**src/rtl/frog_lane_sched.sv**
```systemverilog
// Per-frame motion scheduler for the frog sprite slots: CPU-written position/ctrl/velocity
// registers, swept one slot per clock after each frame tick (x wrap + animation toggle).
module frog_lane_sched #(
    parameter int N_SLOT   = 20,
    parameter int SCR_W    = 640,
    parameter int H_SIZE   = 32,
    parameter int ANIM_DIV = 8
) (
    input  logic                  clk,
    input  logic                  reset,
    input  logic                  frame_tick,
    input  logic                  wr_en,
    input  logic [4:0]            wr_addr,
    input  logic [1:0]            wr_sel,
    input  logic [10:0]           wr_data,
    output logic [N_SLOT*11-1:0]  x_flat,
    output logic [N_SLOT*11-1:0]  y_flat,
    output logic [N_SLOT*4-1:0]   ctrl_flat,
    output logic                  busy,
    output logic                  done,
    output logic                  overrun
);

    localparam int             SPAN      = SCR_W + H_SIZE;
    localparam logic [11:0]    SPAN12    = 12'(SPAN);
    localparam int             AW        = (ANIM_DIV > 1) ? $clog2(ANIM_DIV) : 1;
    localparam logic [AW-1:0]  ANIM_LAST = AW'(ANIM_DIV - 1);
    localparam logic [4:0]     IDX_LAST  = 5'(N_SLOT - 1);

    typedef enum logic [1:0] {
        IDLE = 2'd0,
        SCAN = 2'd1,
        FIN  = 2'd2
    } state_t;

    state_t          r_state;
    state_t          w_state_next;
    logic [4:0]      r_idx;
    logic [AW-1:0]   r_anim_cnt;
    logic            r_anim_now;
    logic            r_busy;
    logic            r_done;
    logic            r_overrun;
    logic            w_start;

    logic [10:0]     r_x    [N_SLOT];
    logic [10:0]     r_y    [N_SLOT];
    logic [3:0]      r_ctrl [N_SLOT];
    logic [4:0]      r_vel  [N_SLOT];

    logic [10:0]     w_cur_x;
    logic [4:0]      w_cur_v;
    logic [11:0]     w_x12;
    logic [11:0]     w_sum;
    logic [11:0]     w_mag;
    logic [11:0]     w_new12;
    logic [10:0]     w_upd_x;
    logic            w_move;

    assign w_start = (r_state == IDLE) && frame_tick;

    always_comb begin
        w_state_next = r_state;
        case (r_state)
            IDLE:    if (frame_tick) w_state_next = SCAN;
            SCAN:    if (r_idx == IDX_LAST) w_state_next = FIN;
            FIN:     w_state_next = IDLE;
            default: w_state_next = IDLE;
        endcase
    end

    always_ff @(posedge clk) begin
        if (reset) begin
            r_state    <= IDLE;
            r_idx      <= '0;
            r_anim_cnt <= '0;
            r_anim_now <= 1'b0;
            r_busy     <= 1'b0;
            r_done     <= 1'b0;
            r_overrun  <= 1'b0;
        end else begin
            r_state <= w_state_next;
            r_busy  <= (w_state_next != IDLE);
            r_done  <= (w_state_next == FIN);
            // A tick during SCAN or FIN is dropped but remembered until reset.
            if (frame_tick && (r_state != IDLE)) begin
                r_overrun <= 1'b1;
            end
            if (w_start) begin
                r_idx      <= '0;
                r_anim_now <= (r_anim_cnt == ANIM_LAST);
                r_anim_cnt <= (r_anim_cnt == ANIM_LAST) ? '0 : r_anim_cnt + 1'b1;
            end else if ((r_state == SCAN) && (r_idx != IDX_LAST)) begin
                r_idx <= r_idx + 5'd1;
            end
        end
    end

    // Shared x datapath for the slot under the sweep; 12-bit math avoids 11-bit overflow.
    assign w_cur_x = r_x[r_idx];
    assign w_cur_v = r_vel[r_idx];
    assign w_x12   = {1'b0, w_cur_x};
    assign w_sum   = w_x12 + {7'd0, w_cur_v};
    assign w_mag   = {7'd0, (~w_cur_v) + 5'd1};
    assign w_move  = (w_cur_v != 5'd0);

    always_comb begin
        w_new12 = w_x12;
        if (!w_cur_v[4]) begin
            w_new12 = (w_sum >= SPAN12) ? (w_sum - SPAN12) : w_sum;
        end else begin
            w_new12 = (w_x12 < w_mag) ? (w_x12 + SPAN12 - w_mag) : (w_x12 - w_mag);
        end
        w_upd_x = w_new12[10:0];
    end

    genvar gi;
    generate
        for (gi = 0; gi < N_SLOT; gi++) begin : g_slot
            logic w_hit;
            logic w_wr;

            assign w_hit = (r_state == SCAN) && (r_idx == 5'(gi)) && w_move;
            assign w_wr  = wr_en && (wr_addr == 5'(gi));

            // The CPU write comes last so it overrides the sweep for the same field only.
            always_ff @(posedge clk) begin
                if (reset) begin
                    r_x[gi]    <= '0;
                    r_y[gi]    <= '0;
                    r_ctrl[gi] <= '0;
                    r_vel[gi]  <= '0;
                end else begin
                    if (w_hit) begin
                        r_x[gi] <= w_upd_x;
                        if (r_anim_now) begin
                            r_ctrl[gi][0] <= ~r_ctrl[gi][0];
                        end
                    end
                    if (w_wr) begin
                        case (wr_sel)
                            2'b00:   r_x[gi]    <= wr_data;
                            2'b01:   r_y[gi]    <= wr_data;
                            2'b10:   r_ctrl[gi] <= wr_data[3:0];
                            default: r_vel[gi]  <= wr_data[4:0];
                        endcase
                    end
                end
            end

            assign x_flat[gi*11 +: 11]  = r_x[gi];
            assign y_flat[gi*11 +: 11]  = r_y[gi];
            assign ctrl_flat[gi*4 +: 4] = r_ctrl[gi];
        end
    endgenerate

    assign busy    = r_busy;
    assign done    = r_done;
    assign overrun = r_overrun;

endmodule

```
**config.mk**
```make
export PLATFORM = sky130hd
export DESIGN_NAME = frog_lane_sched
export DESIGN_NICKNAME = d
export VERILOG_FILES = /design/src/rtl/frog_lane_sched.sv
export SDC_FILE = /design/constraint.sdc
export NUM_CORES = 1
export LEC_CHECK = 0
export CORE_ASPECT_RATIO = 1.1
export CORE_MARGIN = 2
export CORE_UTILIZATION = 45
export CTS_CLUSTER_DIAMETER = 100
export DETAILED_ROUTE_END_ITERATION = 6
export PLACE_DENSITY = 0.75
export SLEW_MARGIN = 5
export SYNTH_ARGS = -nofsm -noshare
export SYNTH_HDL_FRONTEND = slang
export SYNTH_SLANG_ARGS = --single-unit
```
**constraint.sdc**
```tcl
create_clock -name clk -period 6 [get_ports clk]
set_input_delay 0.9 -clock clk [delete_from_list [all_inputs] [get_ports clk]]
set_output_delay 0.9 -clock clk [all_outputs]
set_load 0.02 [all_outputs]
```
==> results.tsv <==
metric	value	unit
max_stage_delay	570	ps
cts_htree_levels	3	
wirelength	113000	µm
min_period	5480	ps
groute.usage.overall	31.8	%
drc_errors	0	
max_freq	183	MHz
crit_type	flop to flop	
nets	2977	
viasPerCell	6.12	
tritoncts	built	
crit_fanout	20	
yosysTopAreaCellShare	61.1	%
cts_buffers	68	
drtIter0Drc	3068	
synth-edff-count	620	
synth.area.top_cells	edfxtp_1 (61%), mux4_2 (5.5%), and2_1 (4.7%)	
root_buffer	clkbuf_16	
hold_viol	0	
synth_compound_area_share	8.65	%
register_area	19000	µm²
endpoint_kind	flop	
grt_pass1_wl	161000	µm
fin_crit_sh	91.3	%
cts_resized	0	
clkTransAtPathRegs	60	ps
port_buffers	544	
synth_warnings	0	
synth_area_per_cell	12.4	µm²
ios	545	
antenna_found_initial	3	
hpwl	81000	µm
stdcell_count	3836	
netlist_area	30500	µm²
fin_tns_setup	0	ps
syn-num-nets	2515	
syn_inst	2453	
power.leakage	13.8	nW
synth_top_family_by_area	simple AND/OR/NAND/NOR gates	
grt_remaining_overflow	0	
drive_above_1_share	9.85	%
synthXorXnorAreaFrac	0.546	%
die_w	252	µm
ir_drop	0.000300	V
status	finished, final reports clean	
grt_max_degree	67	
ant_nets	0	
globalplace.congestion	0.973	
yosys.area_share.simple	16.0	%
path_cells	buf_12 > mux4_2 > mux4_2 > mux2i_1 > inv_1 > ha_1 > a21oi_1 > o21a_1 > a311o_1 > or4_4 > a21oi_1 > nor2_1 > a211o_1 > a31oi_1 > buf_12 > a32o_1	
synth_top_area_cell	edfxtp_1	
slew_viol_final	0	
synth-seq-cells	639	
die_y	277	µm
fp.dieArea	69800	µm²
ys_async_sr_fraction	0	%
clock_skew	26.6	ps
crit_path_top_delay_cell	dfxtp_4	
hold_class	flop to flop	
setup_violations	0	
coreArea	67300	µm²
worstPathRequired	6470	ps
rows	100	
areaGrowthSynthToFinish	27.5	%
synthFlopType	edfxtp_1	
drv_cap	0	
detailedRoute.firstPassIterationCount	7	
critical_path_arrival	5950	ps
multi_input_area	10500	µm²
power_density	295	nW/µm²
slew_headroom	14.4	%
wl_per_cell	29.4	µm
cts.hold.buffers_added	0	
grt_pass1_vias	23000	
start_util	45.3	%
grt_setup_unrepaired	false	
cts.sinks	639	
nFillCells	5240	
clockBufferDepth	3	
synth_fa_ha_area_share	1.79	%
post-place-cells	3711	
yosysUniqueCellTypes	75	
muxShareOfSynthArea	7.35	%
via_count	23500	
cp-start-kind	flop	
clock_latency	620	ps
yosysSeqAreaShare	62.4	%
tightest_slew	1280	ps
[area by class of cell]
class / count / area share (%)
diodes: 6 / 0.0387
clock buffers: 82 / 4.57
clock inverters: 36 / 1.11
inverters: 36 / 0.348
multi-input cells: 1569 / 27.0
flip-flops and latches: 639 / 48.9
well taps: 867 / 2.79
repair buffers: 601 / 15.2
[registers in the layout, summed over array words and instances (netlist names), named ones only]
name,flops
r_x,220
r_y,220
r_vel,100
r_ctrl,80
r_idx,5
r_anim_cnt,3
r_state,2
busy,1
done,1
overrun,1
r_anim_now,1
[Yosys cell counts (12+ instances only)]
library cell and count:
edfxtp_1 620, nand2_1 288, and2_1 228, nor2_1 203, o21ai_0 186, clkbuf_1 179
and3_1 109, mux4_2 74, a21o_1 45, mux2i_1 39, ha_1 34, nand2b_1 33
inv_1 32, nor3_1 32, nand3_1 29, a211oi_1 21, o21bai_1 21, a21oi_1 20
a31oi_1 20, o21ai_2 20, dfxtp_1 19, nor2b_1 13, xnor2_1 13, o21ai_1 12
[placed cells by master (no fill, tap or decap), types with 14 or more instances in the layout]
master,synthesis,layout
nand3_1,29,29
and2_1,228,228
nor3_1,32,32
inv_1,32,32
and3_1,109,109
nand2_1,288,288
a21oi_1,20,20
edfxtp_1,620,620
a211oi_1,21,21
nor2_1,203,202
nand2b_1,33,33
dfxtp_1,19,17
o21ai_0,186,186
clkbuf_16,0,69
clkdlybuf4s50_1,0,532
buf_4,6,50
ha_1,34,34
o21ai_2,20,20
a21o_1,45,45
clkinv_2,0,14
mux2i_1,39,38
a31oi_1,20,20
o21bai_1,21,21
mux4_2,74,74
[layer usage]
layer / up-vias / track usage (%) / part of all wire (%)
met2: 1872 / 49.4 / 46
met3: 309 / 11.0 / 14
li1: 9856 / - / -
met4: 4 / 14.4 / 4.7
met1: 11400 / 40.2 / 36
met5: - / 0 / 0.025
[path summary, 6_finish.rpt]
path,startpoint,endpoint,slack [ps],depth (start not counted)
setup / recovery,flop,r_x[19][7],520,16
setup reg to reg,flop,r_x[19][7],520,16
hold / removal,overrun,overrun,450,2
hold reg to reg,overrun,overrun,450,2
[logic make-up (layout without fill, tap and decap cells)]
group / after synthesis / count (layout)
other cells: 0 / 6
xor+xnor: 19 / 19
buf+inv: 245 / 755
simple gates: 978 / 978
flops: 639 / 639
compound gates: 411 / 411
fa+ha+maj: 40 / 40
mux: 121 / 121
[through the flow]
stage | utilization, % | setup slack (ps) | area [µm²] | hold WS, ps | power (W)
2_1_floorplan | - | 14.3 | 30500 | 461 | 0.00635
5_1_grt | 57.7 | 102 | 38800 | 476 | 0.0117
6_report | 57.7 | 522 | 38800 | 452 | 0.0115
4_1_cts | 57.7 | 352 | 38800 | 455 | 0.0114
3_3_place_gp | 54.4 | 462 | 36600 | 441 | 0.00722
3_5_place_dp | 54.4 | 380 | 36600 | 446 | 0.00723
[critical path, delay by kind of cell (launching register included)]
family                     cells  cell delay (ps)
AOI/OAI and AO/OA              7             1890
buffers and inverters          3              570
muxes                          3             1330
DFF                            1              570
adders and majority gates      1              350
and+or+nand+nor                2              630
[power breakdown]
| group | total, W | internal, W | switching, W |
|---|---|---|---|
| sequential | 0.00523 | 0.00510 | 0.000133 |
| combinational | 0.00196 | 0.000692 | 0.00127 |
| clock | 0.00426 | 0.00247 | 0.00179 |
[what timing repair did]
action,CTS,global route
buffers inserted,0,1
setup endpoints to repair,0,35
hold endpoints to repair,0,0
No activity file was read; power rests on OpenSTA's default activity.
